## src/rtl/mem_arbiter.sv

```systemverilog
// mem_arbiter: arbitrates a CPU port and a loader port onto one shared
// memory with a fixed read latency of MEM_LAT cycles (legal range 1..4).
// A transaction runs from the grant cycle in IDLE, through MEM_LAT BUSY
// cycles, to a single DONE cycle that pulses the winner's ack.
module mem_arbiter #(
  parameter int MEM_LAT = 1
) (
  input  logic        clk,
  input  logic        reset,
  input  logic        cpu_req,
  input  logic        cpu_we,
  input  logic [31:0] cpu_adr,
  input  logic [31:0] cpu_wd,
  output logic        cpu_ack,
  output logic [31:0] cpu_rd,
  input  logic        ldr_req,
  input  logic        ldr_we,
  input  logic [31:0] ldr_adr,
  input  logic [31:0] ldr_wd,
  output logic        ldr_ack,
  output logic [31:0] ldr_rd,
  input  logic        ldr_prio,
  output logic [31:0] mem_adr,
  output logic [31:0] mem_wd,
  output logic        mem_we,
  input  logic [31:0] mem_rd,
  output logic        busy
);

  typedef enum logic [1:0] {
    IDLE = 2'b00,
    BUSY = 2'b01,
    DONE = 2'b10
  } state_t;

  // The BUSY counter is loaded with MEM_LAT-1 and the last BUSY cycle is
  // the one where it reads zero.
  localparam logic [1:0] LAT_INIT  = 2'(MEM_LAT - 1);
  localparam logic       GRANT_CPU = 1'b0;
  localparam logic       GRANT_LDR = 1'b1;

  state_t      state;
  state_t      state_next;
  logic [1:0]  cnt;
  logic        last_grant;
  logic        owner;
  logic [31:0] lat_adr;
  logic [31:0] lat_wd;
  logic        lat_we;
  logic        any_req;
  logic        pick_ldr;
  logic        last_cycle;

  // Arbitration: a lone requester wins; on a tie the loader wins if it has
  // priority, otherwise whoever was not granted last wins.
  always_comb begin
    any_req    = cpu_req | ldr_req;
    pick_ldr   = ldr_req & (~cpu_req | ldr_prio | (last_grant == GRANT_CPU));
    last_cycle = (cnt == 2'd0);
  end

  // State register; reset returns to IDLE from anywhere, aborting any
  // transaction in flight without an ack.
  always_ff @(posedge clk) begin
    if (reset) begin
      state <= IDLE;
    end else begin
      state <= state_next;
    end
  end

  // Next-state logic and all state-decoded outputs; the memory bus is
  // quiet outside BUSY and the write strobe fires only in the first BUSY cycle.
  always_comb begin
    state_next = IDLE;
    busy       = 1'b1;
    cpu_ack    = 1'b0;
    ldr_ack    = 1'b0;
    mem_adr    = 32'h0;
    mem_wd     = 32'h0;
    mem_we     = 1'b0;
    case (state)
      IDLE: begin
        busy       = 1'b0;
        state_next = any_req ? BUSY : IDLE;
      end
      BUSY: begin
        mem_adr    = lat_adr;
        mem_wd     = lat_wd;
        mem_we     = lat_we & (cnt == LAT_INIT);
        state_next = last_cycle ? DONE : BUSY;
      end
      DONE: begin
        cpu_ack    = (owner == GRANT_CPU);
        ldr_ack    = (owner == GRANT_LDR);
        state_next = IDLE;
      end
      default: begin
        state_next = IDLE;
      end
    endcase
  end

  // Datapath: latch the winner's request at grant, count down the BUSY
  // cycles, and capture read data (or zero for writes) into the winner's
  // rd register on the last BUSY cycle. rd registers hold otherwise.
  always_ff @(posedge clk) begin
    if (reset) begin
      cnt        <= 2'd0;
      last_grant <= GRANT_LDR;
      owner      <= GRANT_CPU;
      lat_adr    <= 32'h0;
      lat_wd     <= 32'h0;
      lat_we     <= 1'b0;
      cpu_rd     <= 32'h0;
      ldr_rd     <= 32'h0;
    end else begin
      case (state)
        IDLE: begin
          if (any_req) begin
            owner      <= pick_ldr;
            last_grant <= pick_ldr;
            lat_adr    <= pick_ldr ? ldr_adr : cpu_adr;
            lat_wd     <= pick_ldr ? ldr_wd  : cpu_wd;
            lat_we     <= pick_ldr ? ldr_we  : cpu_we;
            cnt        <= LAT_INIT;
          end
        end
        BUSY: begin
          if (!last_cycle) begin
            cnt <= cnt - 2'd1;
          end else if (owner == GRANT_LDR) begin
            ldr_rd <= lat_we ? 32'h0 : mem_rd;
          end else begin
            cpu_rd <= lat_we ? 32'h0 : mem_rd;
          end
        end
        default: begin
        end
      endcase
    end
  end

endmodule
```

## config.mk

```make
export PLATFORM = sky130hd
export DESIGN_NAME = mem_arbiter
export DESIGN_NICKNAME = d
export VERILOG_FILES = /design/src/rtl/mem_arbiter.sv
export SDC_FILE = /design/constraint.sdc
export NUM_CORES = 1
export LEC_CHECK = 0
export CAP_MARGIN = 20
export CORE_ASPECT_RATIO = 0.8
export CORE_MARGIN = 5
export CORE_UTILIZATION = 44
export DETAILED_ROUTE_END_ITERATION = 6
export HOLD_SLACK_MARGIN = 0.03
export PLACE_DENSITY = 0.86
export RECOVER_POWER = 25
export SYNTH_ARGS = -nofsm -noshare
export SYNTH_HDL_FRONTEND = slang
export SYNTH_SLANG_ARGS = --single-unit
```

## constraint.sdc

```tcl
create_clock -name clk -period 2.8 [get_ports clk]
set_clock_uncertainty 0.05 [all_clocks]
set_input_delay 0.28 -clock clk [delete_from_list [all_inputs] [get_ports clk]]
set_output_delay 0.28 -clock clk [all_outputs]
set_load 0.005 [all_outputs]
```

==> results by group, run 1 <==
Status
  • Status: completed

Min path
  • Min-Delay Path Class: input port to flip-flop

Detailed routing
  • Routed wire length: between 20 and 25 mm
  • Post-route ant nets: 0
  • Average wire per standard cell: 18.54 um
  • Routed vias/inst: around 5.6
  • DR vias: roughly 7000
  • DR DRC count: 0
  • DRT Pass-1 Iters: 5
  • Starting DRC count in detailed routing: approximately 500

Power and ir drop
  • P_leak: between 3 and 4 nW
  • P per Cell Area: 558.1 nW/um2
  • Maximum vdd drop: between 0.3 and 0.4 mV

Critical path
  • Reg2reg setup slack: 0.80 ns
  • Crit path max-delay family: buffers and inverters
  • CP Cell Sequence: nor2b_4, buf_4, and2_1, clkdlybuf4s50_1
  • CP Launch Type: flip-flop
  • Critical Path End: mem_adr[26]
  • RR Endpoint: cpu_rd[13]
  • Levels on crit path: 4
  • Crit path buf inv count: 2
  • Slowest cell on crit path: clkdlybuf4s50_1
  • Worst setup EP type: primary output
  • Worst EP arrival: about 2.3 ns
  • Critical setup path kind: flip-flop to primary output
  • Max Fanout on Critical Path: 51
  • Worst Reg-to-Reg Cells: 5
  • Worst setup startpoint: state[0]
  • Max incr delay on CP: 0.53 ns
  • Data required, critical path: 2.47 ns
  • Worst r2r src: cnt[0]

Global routing
  • Initial antenna violation count: 1
  • GRT overflow: 0
  • Largest net degree at the start of global routing: 68
  • Vias in the first global route: between 6000 and 7000
  • GR Util All Layers: 0.2641
  • First-pass GRT wire length: ~35 mm

Logic synthesis
  • Synth cell count leaders: 135 x dfxtp_1, 132 x a21oi_1, 129 x nand2_1
  • Distinct cells, synth: 31
  • Yosys warns: 0
  • Post-synth top area share: 0.4314
  • Top post-synthesis cells by area: dfxtp_1 43%, a21oi_1 11%, a311oi_1 9.1%
  • Dominant synthesized flop cell: dfxtp_1
  • Syn Std Cell Area: between 6000 and 7000 um2
  • Post-synth EDFFs: 0
  • Seq/Total Area, Yosys: 0.4314
  • Top-count cell post-synth: dfxtp_1
  • Synth Register Bits: ~140
  • Post-synthesis cell count: around 810
  • Post-synth top area cell: dfxtp_1
  • Mapped Nets: between 900 and 1000
  • Post-synth ARST share: 0
  • Syn Area/Cell: roughly 7.7 um2

Timing
  • Crit share post-route: 0.9422
  • Final TNS setup: 0 ns
  • Slew Limit Headroom: 0.4794
  • Fin. Hold Viols: 0
  • Setup violations, final: 0
  • Fmax: around 0.38 GHz
  • Pins Over Slew Limit: 0
  • Worst-margin pin slew: about 0.78 ns
  • RSZ-0062 raised after global routing: false
  • Min Tclk post-route: roughly 2.6 ns

Clocking
  • CTS clk-pin slew, worst paths: roughly 0.050 ns
  • CTS Sinks: between 100 and 150
  • Clk Latency, worst-skew pair: between 0.4 and 0.5 ns
  • Clock Path Buffers: 2
  • Post-cts sizing count: 0
  • Setup Fix Bufs, Post-CTS: 0
  • CTS tree: built
  • Number of H-tree levels: 4
  • Number of CTS-inserted buffers: 17
  • CTS Root Cell: clkbuf_16
  • Post-cts hold buffer count: 0

Floorplanning
  • Rows: 39
  • Die Height: about 120 um
  • Initial core utilization: 0.4442
  • Die ar.: ~17000 um2
  • I/O pins: 299
  • Die Wd: about 140 um
  • Core footprint: ~14000 um2

Place
  • Placed Area: 9263 um2
  • Hpwl dp: approximately 16 mm
  • Gpl congestion: just under 0.9
  • Port bufs: ~300

Finish
  • Layout Nets: roughly 1200
  • Cell area after layout: slightly below 10000 um2
  • Layout cell share with drive strength beyond 1: 0.05085
  • P&R area growth vs syn: 57.20%
  • Diodes inserted: 0

Flow run
  • Max-Cap Viols: 0
how the worst min path moves through the flow:
stage / from / end / cells after the start / slack [ns]
after floorplan: cpu_rd[0] / cpu_rd[0] / 2 / 0.40
after global placement: ldr_rd[10] / ldr_rd[10] / 2 / 0.39
after detailed placement: ldr_rd[10] / ldr_rd[10] / 2 / 0.40
after CTS: ldr_req / lat_adr[23] / 3 / 0.18
after global routing: ldr_req / lat_adr[23] / 3 / 0.21
final: ldr_req / lat_adr[23] / 3 / 0.20
power breakdown:
| group | switching [mW] | internal (mW) |
|---|---|---|
| Sequential | 0.0873 | 2.08 |
| Clock | 0.796 | 1.43 |
| Combinational | 0.544 | 0.559 |
sequential cells by signal, indices dropped and copies added, names as in the netlist:
name and count:
last_grant 1, lat_adr 32, lat_we 1, ldr_rd 32
cpu_rd 32, lat_wd 32, state 2, owner 1
cnt 2
layer usage:
layer / wire [um] / track usage / vias to the layer above
li1: - / - / 3333
met1: 9150 / 0.3225 / 3276
met2: 10740 / 0.4242 / 313
met3: 2350 / 0.09292 / 60
met4: 846 / 0.1154 / 2
met5: 13 / 0 / -
cell usage in the layout (no fill, tap or decap), drive strengths merged:
master / Yosys / final
clkdlybuf4s50: 0 / 233
dfxtp: 135 / 135
a21oi: 132 / 132
nand2: 129 / 129
o21ai: 67 / 67
nand3: 66 / 66
a311oi: 65 / 65
and2: 64 / 64
dlygate4sd3: 0 / 63
nor2b: 33 / 33
clkbuf: 55 / 20
buf: 36 / 18
clkinv: 0 / 7
nor2: 5 / 5
inv: 4 / 4
bufinv: 0 / 3
o221ai: 2 / 2
or3: 2 / 2
nand3b: 2 / 2
and3b: 2 / 2
and3: 1 / 1
nor3b: 1 / 1
and4b: 1 / 1
nand4b: 1 / 1
and4bb: 1 / 1
nand4bb: 1 / 1
nand2b: 1 / 1
or2: 1 / 1
a2bb2oi: 1 / 1
ha: 1 / 1
kinds of logic after synthesis:
logic type               after synthesis  share of synthesized area
adder cells (fa/ha/maj)                1                   0.001997
buffers and inverters                 95                    0.06411
AO/OA/AOI/OAI                        267                     0.2540
AND/OR/NAND/NOR                      311                     0.2485
flip-flops                           135                     0.4314
metrics by stage:
| stage | std cells | power (mW) | util | setup WS [ns] | hold slack, ns |
|---|---|---|---|---|---|
| floorplan | 809 | 2.743 | - | 1.310 | 0.4027 |
| global placement | 1216 | 3.296 | 0.6568 | 0.6027 | 0.3909 |
| detailed placement | 1216 | 3.318 | 0.6568 | 0.5992 | 0.3953 |
| CTS | 1246 | 5.547 | 0.6983 | 0.1444 | 0.1776 |
| global route | 1246 | 5.737 | 0.6983 | 0.06787 | 0.2106 |
| finish | 1246 | 5.497 | 0.6983 | 0.1620 | 0.1999 |
tightest hold or removal path: stages:
cell and delay, ns:
buf_2 0.16, nand3_1 0.08, a311oi_1 0.08
cell type report:
cell class | count | area (um2)
repair buffers | 314 | 3133
inverters | 4 | 15.01
clock buffers | 20 | 456.7
well taps | 184 | 230.2
multi-input cells | 579 | 3182
flip-flops and latches | 135 | 2703
clock inverters | 10 | 128.9
fillers | 1149 | 4254
No activity file was read; power rests on OpenSTA's default activity.
==> run 2: changes to the inputs <==
--- a/config.mk
+++ b/config.mk
@@ -13,6 +13,7 @@
 export HOLD_SLACK_MARGIN = 0.03
 export PLACE_DENSITY = 0.86
 export RECOVER_POWER = 25
+export REMOVE_ABC_BUFFERS = 1
 export SYNTH_ARGS = -nofsm -noshare
 export SYNTH_HDL_FRONTEND = slang
 export SYNTH_SLANG_ARGS = --single-unit
==> constraint.sdc (replaced) <==
create_clock -name clk -period 2.8 [get_ports clk]
set_clock_uncertainty 0.05 [all_clocks]
set_input_delay 0.28 -clock clk [delete_from_list [all_inputs] [get_ports clk]]
set_output_delay 0.28 -clock clk [all_outputs]
set_load 0.02 [all_outputs]
==> results by group, run 2 (synthesized netlist as in run 1, its figures left out) <==
Detailed routing
  • Average wire per standard cell: roughly 19 um
  • Post-route ant nets: 0
  • Routed wire length: between 20 and 25 mm
  • Starting DRC count in detailed routing: 554
  • DR DRC count: 0
  • Routed vias/inst: around 5.6
  • DR vias: ~7000
  • DRT Pass-1 Iters: 5

Clocking
  • Post-cts sizing count: 0
  • Clock Path Buffers: 2
  • CTS clk-pin slew, worst paths: approximately 0.07 ns
  • Number of H-tree levels: 4
  • CTS Root Cell: clkbuf_16
  • CTS tree: built
  • Clk Latency, worst-skew pair: slightly above 0.4 ns
  • CTS Sinks: about 140
  • Post-cts hold buffer count: 0
  • Setup Fix Bufs, Post-CTS: 0
  • Number of CTS-inserted buffers: 17

Global routing
  • GRT overflow: 0
  • GR Util All Layers: 0.2689
  • Vias in the first global route: between 6000 and 7000
  • Largest net degree at the start of global routing: slightly above 70
  • First-pass GRT wire length: 35.63 mm
  • Initial antenna violation count: 0

Place
  • Hpwl dp: between 15 and 20 mm
  • Placed Area: 9288 um2
  • Pre-CTS WS: 0.6569 ns
  • Gpl congestion: about 0.89
  • Port bufs: around 300

Timing
  • Min Tclk post-route: about 2.6 ns
  • Final TNS setup: 0 ns
  • Crit share post-route: 0.9148
  • Pins Over Slew Limit: 0
  • Worst-margin pin slew: roughly 1.4 ns
  • Final WS setup: around 0.24 ns
  • Fmax: slightly below 0.4 GHz
  • Fin. Hold Viols: 0
  • Slew Limit Headroom: 0.03342
  • RSZ-0062 raised after global routing: false
  • Fin Hold WS: between 0.15 and 0.2 ns
  • Setup violations, final: 0

Finish
  • FF+latch area: 2703 um2
  • P&R area growth vs syn: 57.78%
  • Commonest non-fill, non-tap cell in the layout: clkdlybuf4s50_1
  • Layout cell share with drive strength beyond 1: 0.05357
  • Fill count: 1132
  • Cell area after layout: 9884 um2
  • Area of the multi-input gates: about 3200 um2
  • Layout Nets: about 1200
  • Most frequent cells in the layout: 239 x clkdlybuf4s50_1, 135 x dfxtp_1, 132 x a21oi_1

Power and ir drop
  • Overall Power: between 5 and 6 mW
  • P per Cell Area: between 500 and 600 nW/um2
  • P_leak: between 3 and 4 nW
  • Maximum vdd drop: ~0.41 mV

Critical path
  • Max incr delay on CP: about 0.64 ns
  • Slowest cell on crit path: clkdlybuf4s50_1
  • CP Launch Type: flip-flop
  • Reg2reg setup slack: roughly 0.43 ns
  • CP Cell Sequence: nor2b_4, buf_12, and2_1, clkdlybuf4s50_1
  • Worst setup EP type: primary output
  • Max Fanout on Critical Path: 66
  • Critical setup path kind: flip-flop to primary output
  • Data required, critical path: between 2 and 2.5 ns
  • Worst EP arrival: about 2.2 ns

Flow run
  • Max-Cap Viols: 0

Floorplanning
  • Initial core utilization: 0.4442
  • Core footprint: ~14000 um2
  • Rows: 39
  • I/O pins: 299
  • Die Wd: ~140 um
  • Die Height: roughly 120 um
  • Die ar.: ~17000 um2

Status
  • Status: completed

Min path
  • Min-Delay Path Class: input port to flip-flop
[run 2: cell type report]
class | instances | share of cell area
multi-input cells | 579 | 0.3219
repair buffers | 314 | 0.3192
flip-flops and latches | 135 | 0.2734
clock buffers | 18 | 0.04443
well taps | 184 | 0.02329
clock inverters | 14 | 0.01595
inverters | 4 | 0.001519
diodes | 1 | 0.0002532
[run 2: worst paths after layout]
path,end,cells past startpoint,start
worst min register to register,ldr_rd[25],2,ldr_rd[25]
worst max-delay path,mem_wd[30],4,state[0]
worst max register to register,lat_wd[10],4,state[1]
worst min-delay path,lat_we,3,ldr_req
[run 2: through the flow]
step | cells | utilization
floorplan | 718 | -
global placement | 1216 | 0.6586
detailed placement | 1216 | 0.6586
CTS | 1248 | 0.7009
global route | 1248 | 0.7007
finish | 1249 | 0.7009
[run 2: where the power goes]
part | internal (mW) | switching (mW) | total (mW)
sequential | 2.08 | 0.0985 | 2.18
combinational | 0.569 | 0.635 | 1.20
clock | 1.29 | 0.955 | 2.25
total | 3.94 | 1.69 | 5.63
[run 2: worst max-delay path: cells and delay by family (launching register included)]
| family | cells | cell delay [ns] |
|---|---|---|
| buffers and inverters | 2 | 0.87 |
| flip-flops | 1 | 0.51 |
| AND/OR/NAND/NOR | 2 | 0.44 |
[run 2: layer usage]
metal	part of all wire	vias to the layer above	GRT usage
met5	0	-	0
met4	0.029	0	0.09975
met3	0.10	37	0.08187
met2	0.50	369	0.4647
met1	0.38	3276	0.3169
li1	-	3341	-
